===== src/rtl/dmem_pkg.sv =====
// dmem_pkg: address map, STATUS layout and access decode for dmem_responder
package dmem_pkg;

    localparam logic [7:0] REGION_RAM  = 8'h00;
    localparam logic [7:0] REGION_MMIO = 8'h02;

    localparam logic [23:0] OFF_TXDATA = 24'h00_0000;
    localparam logic [23:0] OFF_STATUS = 24'h00_0004;
    localparam logic [23:0] OFF_CYCLES = 24'h00_0008;

    localparam int ST_EMPTY    = 0;
    localparam int ST_FULL     = 1;
    localparam int ST_OVF      = 2;
    localparam int ST_COUNT_LO = 4;
    localparam int ST_COUNT_HI = 7;

    typedef enum logic [2:0] {
        SEL_NONE,
        SEL_RAM,
        SEL_TXDATA,
        SEL_STATUS,
        SEL_CYCLES
    } sel_e;

    // Byte lanes are ignored: every access is treated as a whole word.
    function automatic sel_e decode(input logic [31:0] addr, input logic [31:0] ram_bytes);
        logic [23:0] off;
        off = {addr[23:2], 2'b00};
        if (addr[31:24] == REGION_RAM) return ({8'h00, addr[23:0]} < ram_bytes) ? SEL_RAM : SEL_NONE;
        if (addr[31:24] != REGION_MMIO) return SEL_NONE;
        return off == OFF_TXDATA ? SEL_TXDATA :
               off == OFF_STATUS ? SEL_STATUS :
               off == OFF_CYCLES ? SEL_CYCLES : SEL_NONE;
    endfunction

endpackage


===== src/rtl/dmem_responder_if.sv =====
// dmem_responder_if: core load/store bus plus the transmit byte stream
interface dmem_responder_if;

    logic        MemWrite;
    logic [31:0] Mem_WrAddr;
    logic [31:0] Mem_WrData;
    logic [31:0] ReadData;
    logic [7:0]  tx_data;
    logic        tx_valid;
    logic        tx_ready;

    modport master (
        output MemWrite, Mem_WrAddr, Mem_WrData, tx_ready,
        input  ReadData, tx_data, tx_valid
    );

    modport slave (
        input  MemWrite, Mem_WrAddr, Mem_WrData, tx_ready,
        output ReadData, tx_data, tx_valid
    );

endinterface


===== src/rtl/dmem_responder_tx_fifo.sv =====
// tx_fifo: byte FIFO with registered head, push-through-pop when full
module tx_fifo #(
    parameter int FIFO_DEPTH = 8
) (
    input  logic       clk,
    input  logic       rst,
    input  logic       push,
    input  logic [7:0] push_data,
    input  logic       pop,
    output logic [7:0] head,
    output logic [3:0] count,
    output logic       full,
    output logic       empty
);

    localparam int PW = $clog2(FIFO_DEPTH);

    logic [7:0]    mem [FIFO_DEPTH];
    logic [PW-1:0] rptr, wptr;
    logic          do_push, do_pop;

    assign empty   = count == 4'd0;
    assign full    = count == 4'(FIFO_DEPTH);
    assign do_pop  = pop && !empty;
    assign do_push = push && (!full || do_pop);
    assign head    = empty ? 8'h00 : mem[rptr];

    // Pointers and occupancy; a full FIFO accepts a push only alongside a pop.
    always_ff @(posedge clk) begin
        if (rst) begin
            rptr  <= '0;
            wptr  <= '0;
            count <= 4'd0;
        end else begin
            if (do_push) wptr <= wptr + 1'b1;
            if (do_pop) rptr <= rptr + 1'b1;
            count <= count + {3'b000, do_push} - {3'b000, do_pop};
        end
    end

    // Storage is not reset; the head is masked while empty instead.
    always_ff @(posedge clk) begin
        if (!rst && do_push) mem[wptr] <= push_data;
    end

endmodule


===== src/rtl/dmem_responder.sv =====
// dmem_responder: word RAM plus MMIO window (TX FIFO, STATUS, CYCLES) for the core's data bus
module dmem_responder #(
    parameter int RAM_WORDS  = 64,
    parameter int FIFO_DEPTH = 8
) (
    input logic              adc_sck,
    input logic              reset,
    dmem_responder_if.slave  bus
);

    import dmem_pkg::*;

    localparam int AW = $clog2(RAM_WORDS);

    logic [31:0] ram [RAM_WORDS];
    sel_e        sel;
    logic        push, pop, full, empty, ovf;
    logic [3:0]  count;
    logic [7:0]  head;
    logic [31:0] cycles, status;
    logic [AW-1:0] idx;

    assign sel  = decode(bus.Mem_WrAddr, RAM_WORDS * 4);
    assign idx  = bus.Mem_WrAddr[AW+1:2];
    assign push = bus.MemWrite && sel == SEL_TXDATA;
    assign pop  = bus.tx_valid && bus.tx_ready;

    assign bus.tx_valid = !empty;
    assign bus.tx_data  = head;

    tx_fifo #(.FIFO_DEPTH(FIFO_DEPTH)) u_fifo (
        .clk       (adc_sck),
        .rst       (reset),
        .push      (push),
        .push_data (bus.Mem_WrData[7:0]),
        .pop       (pop),
        .head      (head),
        .count     (count),
        .full      (full),
        .empty     (empty)
    );

    // RAM keeps its contents through reset; stores land on the edge.
    always_ff @(posedge adc_sck) begin
        if (bus.MemWrite && sel == SEL_RAM) ram[idx] <= bus.Mem_WrData;
    end

    // Sticky overflow: set by a push dropped on a full FIFO, cleared by any STATUS write.
    always_ff @(posedge adc_sck) begin
        if (reset) ovf <= 1'b0;
        else if (bus.MemWrite && sel == SEL_STATUS) ovf <= 1'b0;
        else if (push && full && !pop) ovf <= 1'b1;
    end

    // Free-running cycle counter, loadable through the CYCLES register.
    always_ff @(posedge adc_sck) begin
        if (reset) cycles <= 32'd0;
        else if (bus.MemWrite && sel == SEL_CYCLES) cycles <= bus.Mem_WrData;
        else cycles <= cycles + 32'd1;
    end

    // STATUS word assembled from FIFO flags, overflow and occupancy.
    always_comb begin
        status = 32'd0;
        status[ST_EMPTY] = empty;
        status[ST_FULL] = full;
        status[ST_OVF] = ovf;
        status[ST_COUNT_HI:ST_COUNT_LO] = count;
    end

    assign bus.ReadData = sel == SEL_RAM    ? ram[idx] :
                          sel == SEL_STATUS ? status   :
                          sel == SEL_CYCLES ? cycles   : 32'd0;

endmodule

===== src/flat_wrapper.sv =====
// flat-port wrapper written by rule: the top's interface ports become plain ports
module dmem_responder_flat import dmem_pkg::*;
#(
    parameter int RAM_WORDS  = 64,
    parameter int FIFO_DEPTH = 8
)
  (adc_sck, reset, bus_MemWrite, bus_Mem_WrAddr, bus_Mem_WrData, bus_tx_ready, bus_ReadData, bus_tx_data, bus_tx_valid);
  dmem_responder_if bus_i ();
  input logic adc_sck;
  input logic reset;
  input wire logic [$bits(bus_i.MemWrite)-1:0] bus_MemWrite;
  input wire logic [$bits(bus_i.Mem_WrAddr)-1:0] bus_Mem_WrAddr;
  input wire logic [$bits(bus_i.Mem_WrData)-1:0] bus_Mem_WrData;
  input wire logic [$bits(bus_i.tx_ready)-1:0] bus_tx_ready;
  output wire logic [$bits(bus_i.ReadData)-1:0] bus_ReadData;
  output wire logic [$bits(bus_i.tx_data)-1:0] bus_tx_data;
  output wire logic [$bits(bus_i.tx_valid)-1:0] bus_tx_valid;
  assign bus_i.MemWrite = bus_MemWrite;
  assign bus_i.Mem_WrAddr = bus_Mem_WrAddr;
  assign bus_i.Mem_WrData = bus_Mem_WrData;
  assign bus_i.tx_ready = bus_tx_ready;
  assign bus_ReadData = bus_i.ReadData;
  assign bus_tx_data = bus_i.tx_data;
  assign bus_tx_valid = bus_i.tx_valid;
  dmem_responder #(.RAM_WORDS(RAM_WORDS), .FIFO_DEPTH(FIFO_DEPTH)) u_core (.adc_sck(adc_sck), .reset(reset), .bus(bus_i));
endmodule

===== config.mk =====
export PLATFORM = sky130hd
export DESIGN_NAME = dmem_responder_flat
export DESIGN_NICKNAME = d
export VERILOG_FILES = /design/src/rtl/dmem_pkg.sv /design/src/rtl/dmem_responder_if.sv /design/src/rtl/dmem_responder_tx_fifo.sv /design/src/rtl/dmem_responder.sv /design/src/flat_wrapper.sv
export SDC_FILE = /design/constraint.sdc
export NUM_CORES = 2
export LEC_CHECK = 0
export BUFFER_PORTS_ARGS = -buffer_cell sky130_fd_sc_hd__buf_4
export CAP_MARGIN = 40
export CORE_ASPECT_RATIO = 1.4
export CORE_UTILIZATION = 60
export DETAILED_ROUTE_END_ITERATION = 16
export PLACE_DENSITY_LB_ADDON = 0.3
export SLEW_MARGIN = 10
export SYNTH_ARGS = -nofsm -noshare
export SYNTH_HDL_FRONTEND = slang
export SYNTH_SLANG_ARGS = --single-unit

===== constraint.sdc =====
create_clock -name adc_sck -period 7.78 [get_ports adc_sck]
set_input_delay 0.389 -clock adc_sck [delete_from_list [all_inputs] [get_ports adc_sck]]
set_output_delay 0.389 -clock adc_sck [all_outputs]
set_load 0.005 [all_outputs]

* Yosys cells after proc, flatten, opt, wreduce, memory -nomap -nowiden
Memories as Yosys holds them, arrays and structs flattened. A register that Yosys moved wholly into a read port is not among the register bits.
Index checks and enable logic that the tools add are counted.
** Storage, ports and cells
- Register bits after elaboration :: 43
- Bits in latches :: 0
- Memory bits (writable) :: 2112
- ROM bits :: 0
- Input port bits :: 68
- Output and inout bits :: 41
- Word-level logic and storage cells :: 62
- Memories :: 2
** Cells by class
- Add/sub/neg operators :: 5
- Multiply operators :: 0
- Divide/modulo/power cells :: 0
- Order comparisons :: 1
- Eq/ne operators :: 8
- Shifts and indexed selects :: 0
- Multiplexer cells :: 22
- Bitwise operators :: 0
- Reductions and logical operators :: 19
** Memories
- u_core.ram :: depth 64, width 32, read ports 1, clocked after memory_dff 0, write ports 1, RTL line dmem_responder.sv:15 : logic [31:0] ram [RAM_WORDS];
- u_core.u_fifo.mem :: depth 8, width 8, read ports 1, clocked after memory_dff 1, write ports 1, RTL line dmem_responder_tx_fifo.sv:18 : logic [7:0] mem [FIFO_DEPTH];
** Operator list (number)
- $mux 32 :: 4
- $add 32x1->32 const B :: 1
- $mux 3 :: 9
- $lt 24x9->1 const B :: 1
- $eq 22x1->1 const B :: 1
- $eq 22x2->1 const B :: 1
- $logic_not 22->1 :: 1
- $logic_and 1x1->1 :: 10
- $logic_not 8->1 :: 1
- $mux 1 :: 8
- $mux 8 :: 1
- $ne 8x2->1 const B :: 1
- $add 3x1->3 const B :: 2
- $eq 3x2->1 const B :: 2
- $add 4x1->4 :: 1
- $eq 4x4->1 const B :: 1
- $logic_not 1->1 :: 4
- $logic_not 4->1 :: 1
- $sub 4x1->4 :: 1
- $eq 3x1->1 const B :: 1
- $eq 3x3->1 const B :: 1
- $reduce_or 2->1 :: 1
- $logic_or 1x1->1 :: 1

* Logic depth before layout (Yosys ltp)
- Depth after elaboration :: 12
- Mapped depth :: 14
- Mapped depth without buffers :: 12

* Modules after synthesis
A second synthesis with hierarchy kept.
** Unflattened totals
- Cells, all modules :: 3785
- Area, all modules :: 83750.3 um2
** By module, submodules not included
- dmem_responder :: instances 1, cells each 3607, area each 80601.1 um2, sequential area each 62159.6 um2
- tx_fifo :: instances 1, cells each 178, area each 3149.3 um2, sequential area each 2182.1 um2

* Least setup slack after synthesis
Ideal clock, no wire load.
- Kind :: input -> register
- Start point :: input port bus_Mem_WrAddr[2]
- End point :: memory u_core.ram[8][0], enable pin
- Library setup time :: 0.421 ns
- Data arrival time :: 3.351 ns
- Required time :: 7.359 ns
- Slack :: 4.008 ns
- Cell stages on the path :: 8
- Buffers on the path :: 6
- Cells stage by stage :: buf_4 > buf_6 > buf_6 > buf_4 > buf_2 > or4b_2 > clkbuf_1 > nor2_1
** Between the ends
- Cells in the longest elaborated chain, start to end :: 10
- Elaborated cells between the ends (all ways) :: 16
- Classes of those cells :: order compare (1); eq/ne (3); mux (10); reduce/logical (2)
** RTL lines
- start, declared :: RTL line flat_wrapper.sv:12 : input wire logic [$bits(bus_i.Mem_WrAddr)-1:0] bus_Mem_WrAddr;
- $lt 24x9->1 or $eq 22x2->1 (tied branches) :: RTL line dmem_pkg.sv:29, dmem_pkg.sv:33
- $mux 1 or $mux 3 (tied branches) :: RTL line dmem_pkg.sv:29, dmem_pkg.sv:33
- $mux 3 (on tied branches) :: RTL line dmem_pkg.sv:29, dmem_pkg.sv:32
- $mux 3 (on tied branches) :: RTL line dmem_pkg.sv:30, dmem_pkg.sv:31
- $mux 3 :: RTL line dmem_pkg.sv:31 : return off == OFF_TXDATA ? SEL_TXDATA :
- $mux 3 :: RTL line dmem_pkg.sv:30 : if (addr[31:24] != REGION_MMIO) return SEL_NONE;
- $eq 3x1->1 :: RTL line dmem_responder.sv:45 : if (bus.MemWrite && sel == SEL_RAM) ram[idx] <= bus.Mem_WrData;
- $logic_and 1x1->1 :: RTL line dmem_responder.sv:45
- $mux 1 :: RTL line dmem_responder.sv:45
- $mux 1 (not written as such) :: RTL line dmem_responder.sv:45
- end, declared :: RTL line dmem_responder.sv:15
Parallel ways exist; a longest one is shown, timed or not. The select of a mux whose other input is x is not followed.

* Final worst setup path
- Start point :: input port bus_Mem_WrAddr[3]
- End point :: output port bus_ReadData[6]
** Between the ends
- Cells in the longest elaborated chain, start to end :: 10
- Elaborated cells between the ends (all ways) :: 19
- Classes of those cells :: order compare (1); eq/ne (5); mux (11); reduce/logical (1); memory (1)
** RTL lines
- $lt 24x9->1 or $eq 22x2->1 (tied branches) :: RTL line dmem_pkg.sv:29, dmem_pkg.sv:33
- $mux 1 or $mux 3 (tied branches) :: RTL line dmem_pkg.sv:29, dmem_pkg.sv:33
- $mux 3 (on tied branches) :: RTL line dmem_pkg.sv:29, dmem_pkg.sv:32
- $mux 3 (on tied branches) :: RTL line dmem_pkg.sv:30, dmem_pkg.sv:31
- $mux 3 :: RTL line dmem_pkg.sv:31
- $mux 3 :: RTL line dmem_pkg.sv:30
- $eq 3x3->1 :: RTL line dmem_responder.sv:73 : sel == SEL_CYCLES ? cycles : 32'd0;
- $mux 32 :: RTL line dmem_responder.sv:73
- $mux 32 :: RTL line dmem_responder.sv:72 : sel == SEL_STATUS ? status :
- $mux 32 * :: RTL line dmem_responder.sv:71 : assign bus.ReadData = sel == SEL_RAM ? ram[idx] :
- end, declared :: RTL line flat_wrapper.sv:15 : output wire logic [$bits(bus_i.ReadData)-1:0] bus_ReadData;
Mark *: on every way between the ends. The rest lies on a longest branch, timed or not. The select of a mux whose other input is x is not followed.

==> results.md <==
- Result of the run: finished clean
- CTS tree: done
- Category of the worst setup path capture point: primary output
- Worst EP required: 7390 ps
- Type of the worst setup path: input pin to primary output
- Final worst clock skew: 19.3 ps
- Final Slew Violations: 0
- Number of failing hold endpoints at the final stage: 0
- Violation count after the first detailed-routing iteration: 5,502
- Fraction of the mapped netlist area in compound gates: under 10%
- Share of synthesized area spent on multiplexers: 16.8%
- Dominant cells by area after synthesis: edfxtp_1 76%, mux4_2 15%, mux2i_1 1.3%, dfxtp_1 1.1%, mux2_2 0.77%
- Cell taking the most area after synthesis: edfxtp_1
- Synth cell types: 60
- Final setup violating endpoints: 0
- RSZ-0062 raised after global routing: no
- Number of buffers added on ports: 106
- Portion of synthesized cell area occupied by the leading cell type: 75.7%
- # IOs: 109
- Area taken by multi-input logic gates: roughly 19,000 µm²
- Area of all placed cells without fillers: 93,600 µm²
- Async set or reset register ratio after synthesis: 0%
- Layout cell share with drive strength beyond 1: 28.7%
- Yosys synthesis warning count: 0
- Dominant combinational cell family by area after synthesis: multiplexers
- Register cell area after layout: 64,300 µm²
- Post-synthesis share of cell area spent on and, or, nand and nor gates: 2.16%
- Pin count of the biggest net entering global routing: roughly 120
- Highest-count cells in the layout ignoring fill and taps: 2,112 x edfxtp_1, 549 x mux4_2, 197 x buf_4
- CP peak stage delay: 800 ps
- Total of flip-flops plus latches after synthesis: ~2,200
- Critical path, cell by cell: buf_8, buf_4, nor2b_1, a21oi_1, nand3_1, nand4_1, nor4_1, o22ai_1, buf_4
- Area of the die: 141,000 µm²
- Placed cell area: 87,300 µm²
- Dominant register cell in the synthesized netlist: edfxtp_1
- Placed instance count: 5,633
- Final min period: 4530 ps
- Number of antenna violations at the first check in global routing: 7
- Total global-route track usage: 29.2%
- EDFF count, synth: 2,112
- Post-route setup TNS: 0 ps
- Synthesized Nets: 3,921
- F_max: 221 MHz
- Maximum fanout encountered on the critical timing path: 64
- Layout overhead on the synthesized area: 11.6%
- Overflow after GRT: 0
- Sequential cell area fraction in the yosys report: 76.7%
- Per-instance average area after synthesis: 21.8 µm²
- Number of fillers in the final layout: 8,173
- Clock buffers created by TritonCTS: between 150 and 200
- Utilization after layout: 67.8%
- Tcrit/Tclk final: 58.2%
- Hold WS: approximately 96 ps
- Row cnt: roughly 160
- Remaining design rule violation count: 0
- Total Routed Length: 203,000 µm
- CTS Root Cell: clkbuf_16
- Post-route non-filler standard cell count: around 6,000
- Area share of fa/ha/maj cells after synthesis: 0.143%
- H-tree level count: 4
- Post-detail-place hpwl: around 100,000 µm
- Vias in the first global route: 40,700
- Remaining antenna violation count after routing: 0
- Buffers from clock root to sink, at most: 3
- Relative slew slack: between 20 and 30%
- Area of the core: around 140,000 µm²
- Most common library cell in the layout ignoring fill and taps: edfxtp_1
- Slowest library cell on the worst path: buf_4
- Type of element launching the critical path: input pin
- Overall via count from detail_route: 40,500
- Clock tree sinks: 2,158
- Slack of the critical path: ~3200 ps
- Initial cell density of the core: 60.8%
- Area of the mapped netlist: 83,800 µm²
- Floorplan die width: approximately 320 µm
- Count of max-cap constraint violations: 0
- Placer's final routability congestion estimate: 1.00
- Global-route wire length before repair: 289,000 µm
- Routed wire length per instance: 33.8 µm
- Worst-case vdd ir drop: 0.234 mV
- Number of nets in the final layout: 4,116
- Worst-path clk slew: 60 ps
- Worst-Margin Slew: between 1000 and 1500 ps
- Post-Synth XOR/XNOR Area: 0.366%
- Later-pin clock latency in the skew report: just over 800 ps
- Drt via density: 6.76
- PnR Total Power: 23.5 mW
- Static power due to leakage: 29.3 nW
- Worst slack, placed: approximately 3400 ps
- 1st-pass router iterations: 5
- Count of mapped cells out of synthesis: 3,844
- Dominant cell type by count on the critical path: buf_4
- Class of the most critical hold timing path: input pin to register
- Total power per unit cell area: 251 nW/µm²
- Die extent in y: between 400 and 500 µm
- Arrival time at the worst endpoint: 4140 ps
[Yosys cell counts (all sizes together) (3+ instances only)]
cell type and instances:
nor4 10, inv 30, edfxtp 2112, xor2 22, nand2b 9, ha 8
or4 3, or3b 5, o2bb2ai 5, a211oi 32, a221o 25, nand3 23
or2 3, and4 4, xnor2 13, clkbuf 84, a21oi 95, or3 6
o22ai 37, mux4 549, a2111oi 4, nor2b 9, and2 3, nand2 115
a22oi 37, dfxtp 46, o211ai 3, nor3 15, nor2 161, mux2i 107
and3 8, nand4 13, o21ai 30, buf 139, nand3b 3, mux2 57
nor3b 5
[sequential cells by signal (all words and copies together) (netlist names), named ones only]
| signal | flops |
|---|---|
| u_core.u_fifo.mem | 64 |
| u_core.u_fifo.count | 4 |
| u_core.u_fifo.wptr | 3 |
| u_core.ram | 2048 |
| u_core.cycles | 32 |
| u_core.ovf | 1 |
| u_core.u_fifo.rptr | 3 |
[final cells by class]
class	count	area share [%]
flip-flops and latches	2158	68.7
multi-input cells	1433	20.0
clock buffers	224	5.26
well taps	1793	2.40
repair buffers	229	2.16
clock inverters	124	1.29
inverters	30	0.122
diodes	4	0.0107
[worst max-delay path: cells and delay by family]
| kind | cells | cell delay, ps |
|---|---|---|
| AOI/OAI and AO/OA | 2 | 460 |
| buffers and inverters | 3 | 1520 |
| and+or+nand+nor | 4 | 1660 |
[cells by family after synthesis]
group           after synthesis
flops                      2158
mux                         713
simple gates                399
compound gates              277
buf+inv                     253
xor+xnor                     35
fa+ha+maj                     9
[routing by layer]
| metal | routed length, µm | global-route usage [%] | vias up |
|---|---|---|---|
| met2 | 101000 | 47.4 | 2416 |
| met5 | 7 | 0 | - |
| li1 | - | - | 16500 |
| met1 | 73800 | 38.9 | 21300 |
| met3 | 18800 | 5.58 | 364 |
| met4 | 9550 | 13.2 | 2 |
[power breakdown]
part	switching [mW]	internal [mW]	leakage, nW	total [mW]
clock network	4.15	5.17	2.98	9.32
logic	0.812	0.541	7.02	1.35
registers	0.0383	12.8	19.3	12.8
total	5.00	18.5	29.3	23.5
[what timing repair did]
item                                   4_1_cts  5_1_grt
hold buffers                                 2        0
resized for setup                            0        0
buffers inserted                             0        0
endpoints found under the hold margin        4        0
[worst paths after layout]
path                                     startpoint                                end  slack (ps)  cells past startpoint
setup / recovery                  bus_Mem_WrAddr[3]                    bus_ReadData[6]        3250                      9
hold / removal                    bus_Mem_WrData[5]        u_core.ram[14][5]$_DFFE_PP_         100                      2
setup reg to reg  u_core.u_fifo.count[3]$_SDFF_PP0_  u_core.u_fifo.mem[2][7]$_DFFE_PP_        3990                     10
hold reg to reg             u_core.ovf$_SDFFE_PP0P_            u_core.ovf$_SDFFE_PP0P_         510                      1
Power figures use the tool's default switching activity.
